### config.mk
export PLATFORM = sky130hd
export DESIGN_NAME = fofb_trig_sequencer_flat
export DESIGN_NICKNAME = d
export VERILOG_FILES = /design/src/rtl/fofb_trig_pkg.sv /design/src/rtl/fofb_trig_sequencer_if.sv /design/src/rtl/fofb_dn_counter.sv /design/src/rtl/fofb_trig_sequencer.sv /design/src/flat_wrapper.sv
export SDC_FILE = /design/constraint.sdc
export NUM_CORES = 1
export LEC_CHECK = 0
export ABC_AREA = 1
export CORE_MARGIN = 2
export CORE_UTILIZATION = 30
export DETAILED_ROUTE_END_ITERATION = 6
export PLACE_DENSITY = 0.44
export SLEW_MARGIN = 10
export SYNTH_ARGS = -nofsm -noshare
export SYNTH_HDL_FRONTEND = slang
export SYNTH_HIERARCHICAL = 1
export SYNTH_SLANG_ARGS = --single-unit
### constraint.sdc
create_clock -name sysClk -period 3.85 [get_ports sysClk]
set_input_delay 0.77 -clock sysClk [delete_from_list [all_inputs] [get_ports sysClk]]
set_output_delay 0.77 -clock sysClk [all_outputs]
set_load 0.01 [all_outputs]
### src/rtl/fofb_trig_pkg.sv
// Shared encodings and default widths for the FOFB trigger sequencer.
package fofb_trig_pkg;

    localparam int DLY_W_DEF = 16;
    localparam int CNT_W_DEF = 16;
    localparam int TMO_W_DEF = 24;
    localparam int MISS_W    = 16;

    typedef enum logic [2:0] {
        ST_IDLE  = 3'd0,
        ST_ARMED = 3'd1,
        ST_DELAY = 3'd2,
        ST_FIRE  = 3'd3,
        ST_DONE  = 3'd4
    } state_e;

endpackage

### src/rtl/fofb_trig_sequencer_if.sv
// Control, trigger and status bundle between software/EVR logic and the sequencer.
interface fofb_trig_sequencer_if
    import fofb_trig_pkg::*;
#(
    parameter int DLY_W = DLY_W_DEF,
    parameter int CNT_W = CNT_W_DEF,
    parameter int TMO_W = TMO_W_DEF
);
    logic              arm;
    logic              abort;
    logic              evr_trig;
    logic              valid;
    logic [DLY_W-1:0]  delay;
    logic [CNT_W-1:0]  num_frames;
    logic [TMO_W-1:0]  timeout;
    logic              start_pulse;
    logic              done;
    logic              busy;
    logic              timeout_err;
    logic              aborted;
    logic [CNT_W-1:0]  frame_cnt;
    logic [MISS_W-1:0] miss_cnt;
    logic [2:0]        state_o;

    modport master (
        output arm, abort, evr_trig, valid, delay, num_frames, timeout,
        input  start_pulse, done, busy, timeout_err, aborted, frame_cnt, miss_cnt, state_o
    );

    modport slave (
        input  arm, abort, evr_trig, valid, delay, num_frames, timeout,
        output start_pulse, done, busy, timeout_err, aborted, frame_cnt, miss_cnt, state_o
    );
endinterface

### src/rtl/fofb_dn_counter.sv
// Loadable down-counter that parks at zero; load has priority over decrement.
module fofb_dn_counter #(
    parameter int W = 16
) (
    input  logic         clk,
    input  logic         rst,
    input  logic         load,
    input  logic         en,
    input  logic [W-1:0] load_val,
    output logic         zero
);
    logic [W-1:0] cnt_q, cnt_d;

    always_comb begin
        cnt_d = cnt_q;
        if (load) begin
            cnt_d = load_val;
        end else if (en && (cnt_q != '0)) begin
            cnt_d = cnt_q - 1'b1;
        end
    end

    always_ff @(posedge clk) begin
        if (rst) begin
            cnt_q <= '0;
        end else begin
            cnt_q <= cnt_d;
        end
    end

    assign zero = (cnt_q == '0);
endmodule

### src/rtl/fofb_trig_sequencer.sv
// Arms on software request, qualifies EVR triggers with BPM valid, delays and
// issues one start strobe per frame, with watchdog and missed-trigger accounting.
module fofb_trig_sequencer
    import fofb_trig_pkg::*;
#(
    parameter int DLY_W = DLY_W_DEF,
    parameter int CNT_W = CNT_W_DEF,
    parameter int TMO_W = TMO_W_DEF
) (
    input logic                 sysClk,
    input logic                 reset,
    fofb_trig_sequencer_if.slave bus
);
    state_e            state_q, state_d;
    logic [DLY_W-1:0]  delay_q, delay_d;
    logic [CNT_W-1:0]  num_frames_q, num_frames_d;
    logic [TMO_W-1:0]  timeout_q, timeout_d;
    logic [CNT_W-1:0]  frame_cnt_q, frame_cnt_d;
    logic [MISS_W-1:0] miss_cnt_q, miss_cnt_d;
    logic              timeout_err_q, timeout_err_d;
    logic              aborted_q, aborted_d;

    logic              miss_inc, miss_clr;
    logic              dly_load, dly_en, dly_zero;
    logic              wd_load, wd_en, wd_zero;
    logic [TMO_W-1:0]  wd_load_val;

    always_comb begin
        state_d       = state_q;
        delay_d       = delay_q;
        num_frames_d  = num_frames_q;
        timeout_d     = timeout_q;
        frame_cnt_d   = frame_cnt_q;
        timeout_err_d = timeout_err_q;
        aborted_d     = aborted_q;
        miss_inc      = 1'b0;
        miss_clr      = 1'b0;
        dly_load      = 1'b0;
        dly_en        = 1'b0;
        wd_load       = 1'b0;
        wd_en         = 1'b0;
        // Watchdog holds T-1 so that its zero flag marks the T-th ARMED cycle
        wd_load_val   = timeout_q - 1'b1;

        unique case (state_q)
            ST_IDLE: begin
                if (bus.arm) begin
                    delay_d       = bus.delay;
                    num_frames_d  = bus.num_frames;
                    timeout_d     = bus.timeout;
                    frame_cnt_d   = '0;
                    miss_clr      = 1'b1;
                    timeout_err_d = 1'b0;
                    aborted_d     = 1'b0;
                    wd_load       = 1'b1;
                    wd_load_val   = bus.timeout - 1'b1;
                    state_d       = ST_ARMED;
                end
            end
            ST_ARMED: begin
                wd_en    = (timeout_q != '0);
                miss_inc = bus.evr_trig && !bus.valid;
                if (bus.abort) begin
                    aborted_d = 1'b1;
                    state_d   = ST_IDLE;
                end else if ((timeout_q != '0) && wd_zero) begin
                    timeout_err_d = 1'b1;
                    state_d       = ST_IDLE;
                end else if (bus.evr_trig && bus.valid) begin
                    dly_load = 1'b1;
                    state_d  = ST_DELAY;
                end
            end
            ST_DELAY: begin
                dly_en   = 1'b1;
                miss_inc = bus.evr_trig;
                if (bus.abort) begin
                    aborted_d = 1'b1;
                    state_d   = ST_IDLE;
                end else if (dly_zero) begin
                    state_d = ST_FIRE;
                end
            end
            ST_FIRE: begin
                miss_inc    = bus.evr_trig;
                frame_cnt_d = frame_cnt_q + 1'b1;
                if (bus.abort) begin
                    aborted_d = 1'b1;
                    state_d   = ST_IDLE;
                end else if ((num_frames_q == '0) || (frame_cnt_d < num_frames_q)) begin
                    wd_load = 1'b1;
                    state_d = ST_ARMED;
                end else begin
                    state_d = ST_DONE;
                end
            end
            ST_DONE: begin
                state_d = ST_IDLE;
            end
            default: begin
                state_d = ST_IDLE;
            end
        endcase

        miss_cnt_d = miss_cnt_q;
        if (miss_clr) begin
            miss_cnt_d = '0;
        end else if (miss_inc && (miss_cnt_q != '1)) begin
            miss_cnt_d = miss_cnt_q + 1'b1;
        end
    end

    always_ff @(posedge sysClk) begin
        if (reset) begin
            state_q       <= ST_IDLE;
            delay_q       <= '0;
            num_frames_q  <= '0;
            timeout_q     <= '0;
            frame_cnt_q   <= '0;
            miss_cnt_q    <= '0;
            timeout_err_q <= 1'b0;
            aborted_q     <= 1'b0;
        end else begin
            state_q       <= state_d;
            delay_q       <= delay_d;
            num_frames_q  <= num_frames_d;
            timeout_q     <= timeout_d;
            frame_cnt_q   <= frame_cnt_d;
            miss_cnt_q    <= miss_cnt_d;
            timeout_err_q <= timeout_err_d;
            aborted_q     <= aborted_d;
        end
    end

    fofb_dn_counter #(.W(DLY_W)) u_dly_cnt (
        .clk      (sysClk),
        .rst      (reset),
        .load     (dly_load),
        .en       (dly_en),
        .load_val (delay_q),
        .zero     (dly_zero)
    );

    fofb_dn_counter #(.W(TMO_W)) u_wd_cnt (
        .clk      (sysClk),
        .rst      (reset),
        .load     (wd_load),
        .en       (wd_en),
        .load_val (wd_load_val),
        .zero     (wd_zero)
    );

    // Strobes decode straight from the state register, so they stay registered
    assign bus.start_pulse = (state_q == ST_FIRE);
    assign bus.done        = (state_q == ST_DONE);
    assign bus.busy        = (state_q != ST_IDLE);
    assign bus.timeout_err = timeout_err_q;
    assign bus.aborted     = aborted_q;
    assign bus.frame_cnt   = frame_cnt_q;
    assign bus.miss_cnt    = miss_cnt_q;
    assign bus.state_o     = state_q;
endmodule
### src/flat_wrapper.sv
// flat-port wrapper written by rule: the top's interface ports become plain ports
module fofb_trig_sequencer_flat import fofb_trig_pkg::*;
#(
    parameter int DLY_W = DLY_W_DEF,
    parameter int CNT_W = CNT_W_DEF,
    parameter int TMO_W = TMO_W_DEF
)
  (sysClk, reset, bus_arm, bus_abort, bus_evr_trig, bus_valid, bus_delay, bus_num_frames, bus_timeout, bus_start_pulse, bus_done, bus_busy, bus_timeout_err, bus_aborted, bus_frame_cnt, bus_miss_cnt, bus_state_o);
  fofb_trig_sequencer_if #(.DLY_W(DLY_W), .CNT_W(CNT_W), .TMO_W(TMO_W)) bus_i ();
  input logic sysClk;
  input logic reset;
  input wire logic [$bits(bus_i.arm)-1:0] bus_arm;
  input wire logic [$bits(bus_i.abort)-1:0] bus_abort;
  input wire logic [$bits(bus_i.evr_trig)-1:0] bus_evr_trig;
  input wire logic [$bits(bus_i.valid)-1:0] bus_valid;
  input wire logic [$bits(bus_i.delay)-1:0] bus_delay;
  input wire logic [$bits(bus_i.num_frames)-1:0] bus_num_frames;
  input wire logic [$bits(bus_i.timeout)-1:0] bus_timeout;
  output wire logic [$bits(bus_i.start_pulse)-1:0] bus_start_pulse;
  output wire logic [$bits(bus_i.done)-1:0] bus_done;
  output wire logic [$bits(bus_i.busy)-1:0] bus_busy;
  output wire logic [$bits(bus_i.timeout_err)-1:0] bus_timeout_err;
  output wire logic [$bits(bus_i.aborted)-1:0] bus_aborted;
  output wire logic [$bits(bus_i.frame_cnt)-1:0] bus_frame_cnt;
  output wire logic [$bits(bus_i.miss_cnt)-1:0] bus_miss_cnt;
  output wire logic [$bits(bus_i.state_o)-1:0] bus_state_o;
  assign bus_i.arm = bus_arm;
  assign bus_i.abort = bus_abort;
  assign bus_i.evr_trig = bus_evr_trig;
  assign bus_i.valid = bus_valid;
  assign bus_i.delay = bus_delay;
  assign bus_i.num_frames = bus_num_frames;
  assign bus_i.timeout = bus_timeout;
  assign bus_start_pulse = bus_i.start_pulse;
  assign bus_done = bus_i.done;
  assign bus_busy = bus_i.busy;
  assign bus_timeout_err = bus_i.timeout_err;
  assign bus_aborted = bus_i.aborted;
  assign bus_frame_cnt = bus_i.frame_cnt;
  assign bus_miss_cnt = bus_i.miss_cnt;
  assign bus_state_o = bus_i.state_o;
  fofb_trig_sequencer #(.DLY_W(DLY_W), .CNT_W(CNT_W), .TMO_W(TMO_W)) u_core (.sysClk(sysClk), .reset(reset), .bus(bus_i));
endmodule
==> results_dict.tcl <==
set metrics [dict create \
    cp.required_ns 4.20 \
    cts_sinks 133 \
    cp-startpoint "u_core/bus.frame_cnt[1]$_SDFFE_PP0P_" \
    seq_area_frac_synth_pct 30.52 \
    drc 0 \
    fin_hold_ws_ns 0.4652 \
    place_ws_ns 0.3134 \
    pwr-share-clk_pct 32.4 \
    synthArstFlopShare_pct 0 \
    tightest_slew_ns 0.7148 \
    grt_usage_pct 18.55 \
    ys_ff_latch 133 \
    antenna_found_initial 1 \
    final_cell_mix "nand2_1 (316), nor2_1 (249), inv_1 (161)" \
    drv_cap 0 \
    period_needed_ns 3.421 \
    final_cell_count_no_fill 1884 \
    ios 102 \
    finalSetupViolCount 0 \
    fin_crit_sh_pct 88.87 \
    syn_inst 1390 \
    via_count 8827 \
    p_int_mw 3.136 \
    crit_chain "ha_1 -> nand2_1 -> nor2_1 -> nand3_1 -> nor2_1 -> nand2_1 -> nor2_2 -> nand2_1 -> xor2_1 -> ha_1 -> nand2_1 -> nor4_1 -> nand2_1 -> nand2_1 -> nand2_1 -> nand2_1 -> nand2_1 -> buf_4 -> a21oi_4 -> buf_4 -> nand2_1 -> a21oi_1" \
    r2r_start "u_core/bus.frame_cnt[1]$_SDFFE_PP0P_" \
    die_area_um2 30460 \
    drt_wl_total_mm 27.75 \
    fin_nets 1572 \
    htree_levels 4 \
    seqPwrFrac_pct 32.4 \
    die_height_um 174.5 \
    relSlewSlack_pct 52.29 \
    critPathArrivalTime_ns 3.77 \
    fmaxAchievable_mhz 292.3 \
    gp_congestion 0.8051 \
    drt-initial-drc-count 487 \
    initial_core_util_pct 30.40 \
    synthXorXnorAreaFrac_pct 4.819 \
    clockRootBuffer "clkbuf_16" \
    leakagePower_nw 4.677 \
    final_common_cell "nand2_1" \
    grt_pass1_vias 8642 \
    end_kind "flip-flop" \
    hp-start "u_core/bus.aborted$_SDFFE_PP0P_" \
    clock_path_buffers 2 \
    final.setup.tns_ns 0 \
    worstSetupStartpointType "flip-flop" \
    dpl.hpwl_mm 20.96 \
    yosys.area_share.adder_pct 3.298 \
    dpl.cell_count 1850 \
    worstReg2RegEnd "u_core/u_wd_cnt/cnt_q[13]$_SDFFE_PP0P_" \
    synth_flop_cell "dfxtp_1" \
    synth_top_family_by_area "simple AND/OR/NAND/NOR gates" \
    hold_viol 0 \
    syn_nets 1475 \
    synth_cell_types 48 \
    yosysWarnings 6 \
    wl_per_cell_um 14.73 \
    worstSkewPairLatency_ns 0.43 \
    max_stage_delay_ns 0.40 \
    grt_max_degree 52 \
    postRouteAntennaNets 0 \
    detail_route.first_pass.iterations 5 \
    setup_ws_ns 0.4287 \
    power_density_nw_per_um2 485.3 \
    clkTransAtPathRegs_ns 0.06 \
    crit_path_end "u_core/u_wd_cnt/cnt_q[13]$_SDFFE_PP0P_" \
    overflow 0 \
    peakVddDrop_uv 278.0 \
    vias_per_cell 4.685 \
    hold_class "reg2reg" \
    core_um2 28700 \
    synth_compound_area_share_pct 13.51 \
    synth_area_um2 8725 \
    reg2reg_depth 22 \
    fp.dieW_um 174.5 \
    diodes 0 \
    p_switching_mw 2.075 \
    switching_share_pct 39.82 \
    rows 62 \
    synthToLayoutAreaGrowth_pct 23.06 \
    synth_mux_area_share_pct 0.3442 \
    cts_hold_buf 0 \
    cts_tree "done" \
    clock_skew_ns 0.01657 \
    rsz0062_at_grt "no" \
    p_comb_share_pct 35.2 \
    synth_edf_count 0 \
    slew_viol_final 0 \
    path_max_fanout 21 \
    synth-simple-area-share_pct 37.89 \
    worstSetupPathType "reg2reg" \
    avgSynthCellArea_um2 6.277 \
    status "completed" \
    port_buffers 101 \
    r2r_setup_slack_ns 0.43 \
    crit_top_cell "nand2_1" \
    layout-drive-gt1-share_pct 7.867 \
    grt_pass1_wl_mm 45.06 \
    cts_inserted_buffers 17 \
    cp_slowest_cell "dfxtp_1" \
]
==> synthesized netlist by cell type, types with 19 or more instances <==
master,instances,area share [%]
o21ai_0,102,5.9
nor2_2,21,1.5
nand2_1,316,14
nand3_1,74,4.2
a21oi_1,92,5.3
nor2_1,249,11
nand4_1,23,1.6
ha_1,23,3.3
clkbuf_1,22,0.95
nor3_1,19,1.1
dfxtp_1,133,31
xor2_1,37,3.7
inv_1,162,7.0
==> stage by stage <==
step,area [um^2],util [%],power (mW)
4_1_cts,10710,37.32,5.264
2_1_floorplan,8725,-,3.038
6_report,10740,37.41,5.211
5_1_grt,10740,37.41,5.604
3_3_place_gp,10120,35.26,3.546
3_5_place_dp,10120,35.26,3.546
==> layer usage <==
layer	share of wire, %	up-vias	track usage [%]
met5	0.043	-	0
met1	48	4008	24.14
met3	4.2	17	4.221
met4	0.94	2	3.750
li1	-	4654	-
met2	46	146	31.43
==> worst max-delay path, delay by kind of cell, from the launching register on <==
| family | cells | cell delay (ns) |
|---|---|---|
| DFF | 1 | 0.40 |
| buffers and inverters | 2 | 0.41 |
| xor gates and xnor gates | 1 | 0.16 |
| and+or+nand+nor | 15 | 1.62 |
| AOI/OAI and AO/OA | 2 | 0.27 |
| adders and majority gates | 2 | 0.50 |
==> timing repair <==
item,4_1_cts,5_1_grt
buffers inserted,0,2
setup endpoints to repair,0,24
resized for setup,0,3
==> area by class of cell <==
type / count / area, um^2
Clock buffer: 18 / 429.2
Clock inverter: 14 / 163.9
Fill cell: 3159 / 17970
Inverter: 167 / 628.1
Multi-Input combinational cell: 1049 / 5230
Sequential cell: 133 / 2664
Tap cell: 384 / 480.5
Timing Repair Buffer: 119 / 1141
==> power groups by stage <==
stage | Combinational (mW) | Sequential [mW] | Clock, mW
after CTS | 1.84 | 1.69 | 1.74
after detailed placement | 1.83 | 1.72 | 0
after global routing | 2.10 | 1.71 | 1.79
final | 1.84 | 1.69 | 1.69
after global placement | 1.83 | 1.72 | 0
after floorplan | 1.36 | 1.67 | 0
==> logic make-up (layout without fill, tap and decap cells) <==
| group | Yosys count | after routing |
|---|---|---|
| AO/OA/AOI/OAI | 222 | 222 |
| XOR/XNOR | 48 | 48 |
| AND/OR/NAND/NOR | 753 | 753 |
| buffers and inverters | 208 | 318 |
| flip-flops | 133 | 133 |
| multiplexers | 3 | 3 |
| adder cells (fa/ha/maj) | 23 | 23 |
==> worst min-delay path by stage <==
stage | endpoint | slack (ns) | cells past startpoint
2_1_floorplan | u_core/num_frames_q[11]$_SDFFE_PP0P_ | 0.45 | 2
3_3_place_gp | u_core/bus.aborted$_SDFFE_PP0P_ | 0.45 | 2
3_5_place_dp | u_core/bus.aborted$_SDFFE_PP0P_ | 0.46 | 2
4_1_cts | u_core/bus.aborted$_SDFFE_PP0P_ | 0.47 | 2
5_1_grt | u_core/bus.aborted$_SDFFE_PP0P_ | 0.49 | 2
6_report | u_core/bus.aborted$_SDFFE_PP0P_ | 0.47 | 2
==> state kept, by name (all words and copies together) (netlist names) <==
signal	count
u_core/timeout_q	24
u_core/u_wd_cnt/cnt_q	24
u_core/u_dly_cnt/cnt_q	16
u_core/bus.aborted	1
u_core/bus.miss_cnt	16
u_core/bus.state_o	3
u_core/num_frames_q	16
u_core/bus.frame_cnt	16
u_core/delay_q	16
u_core/bus.timeout_err	1
Power figures use the tool's default switching activity.
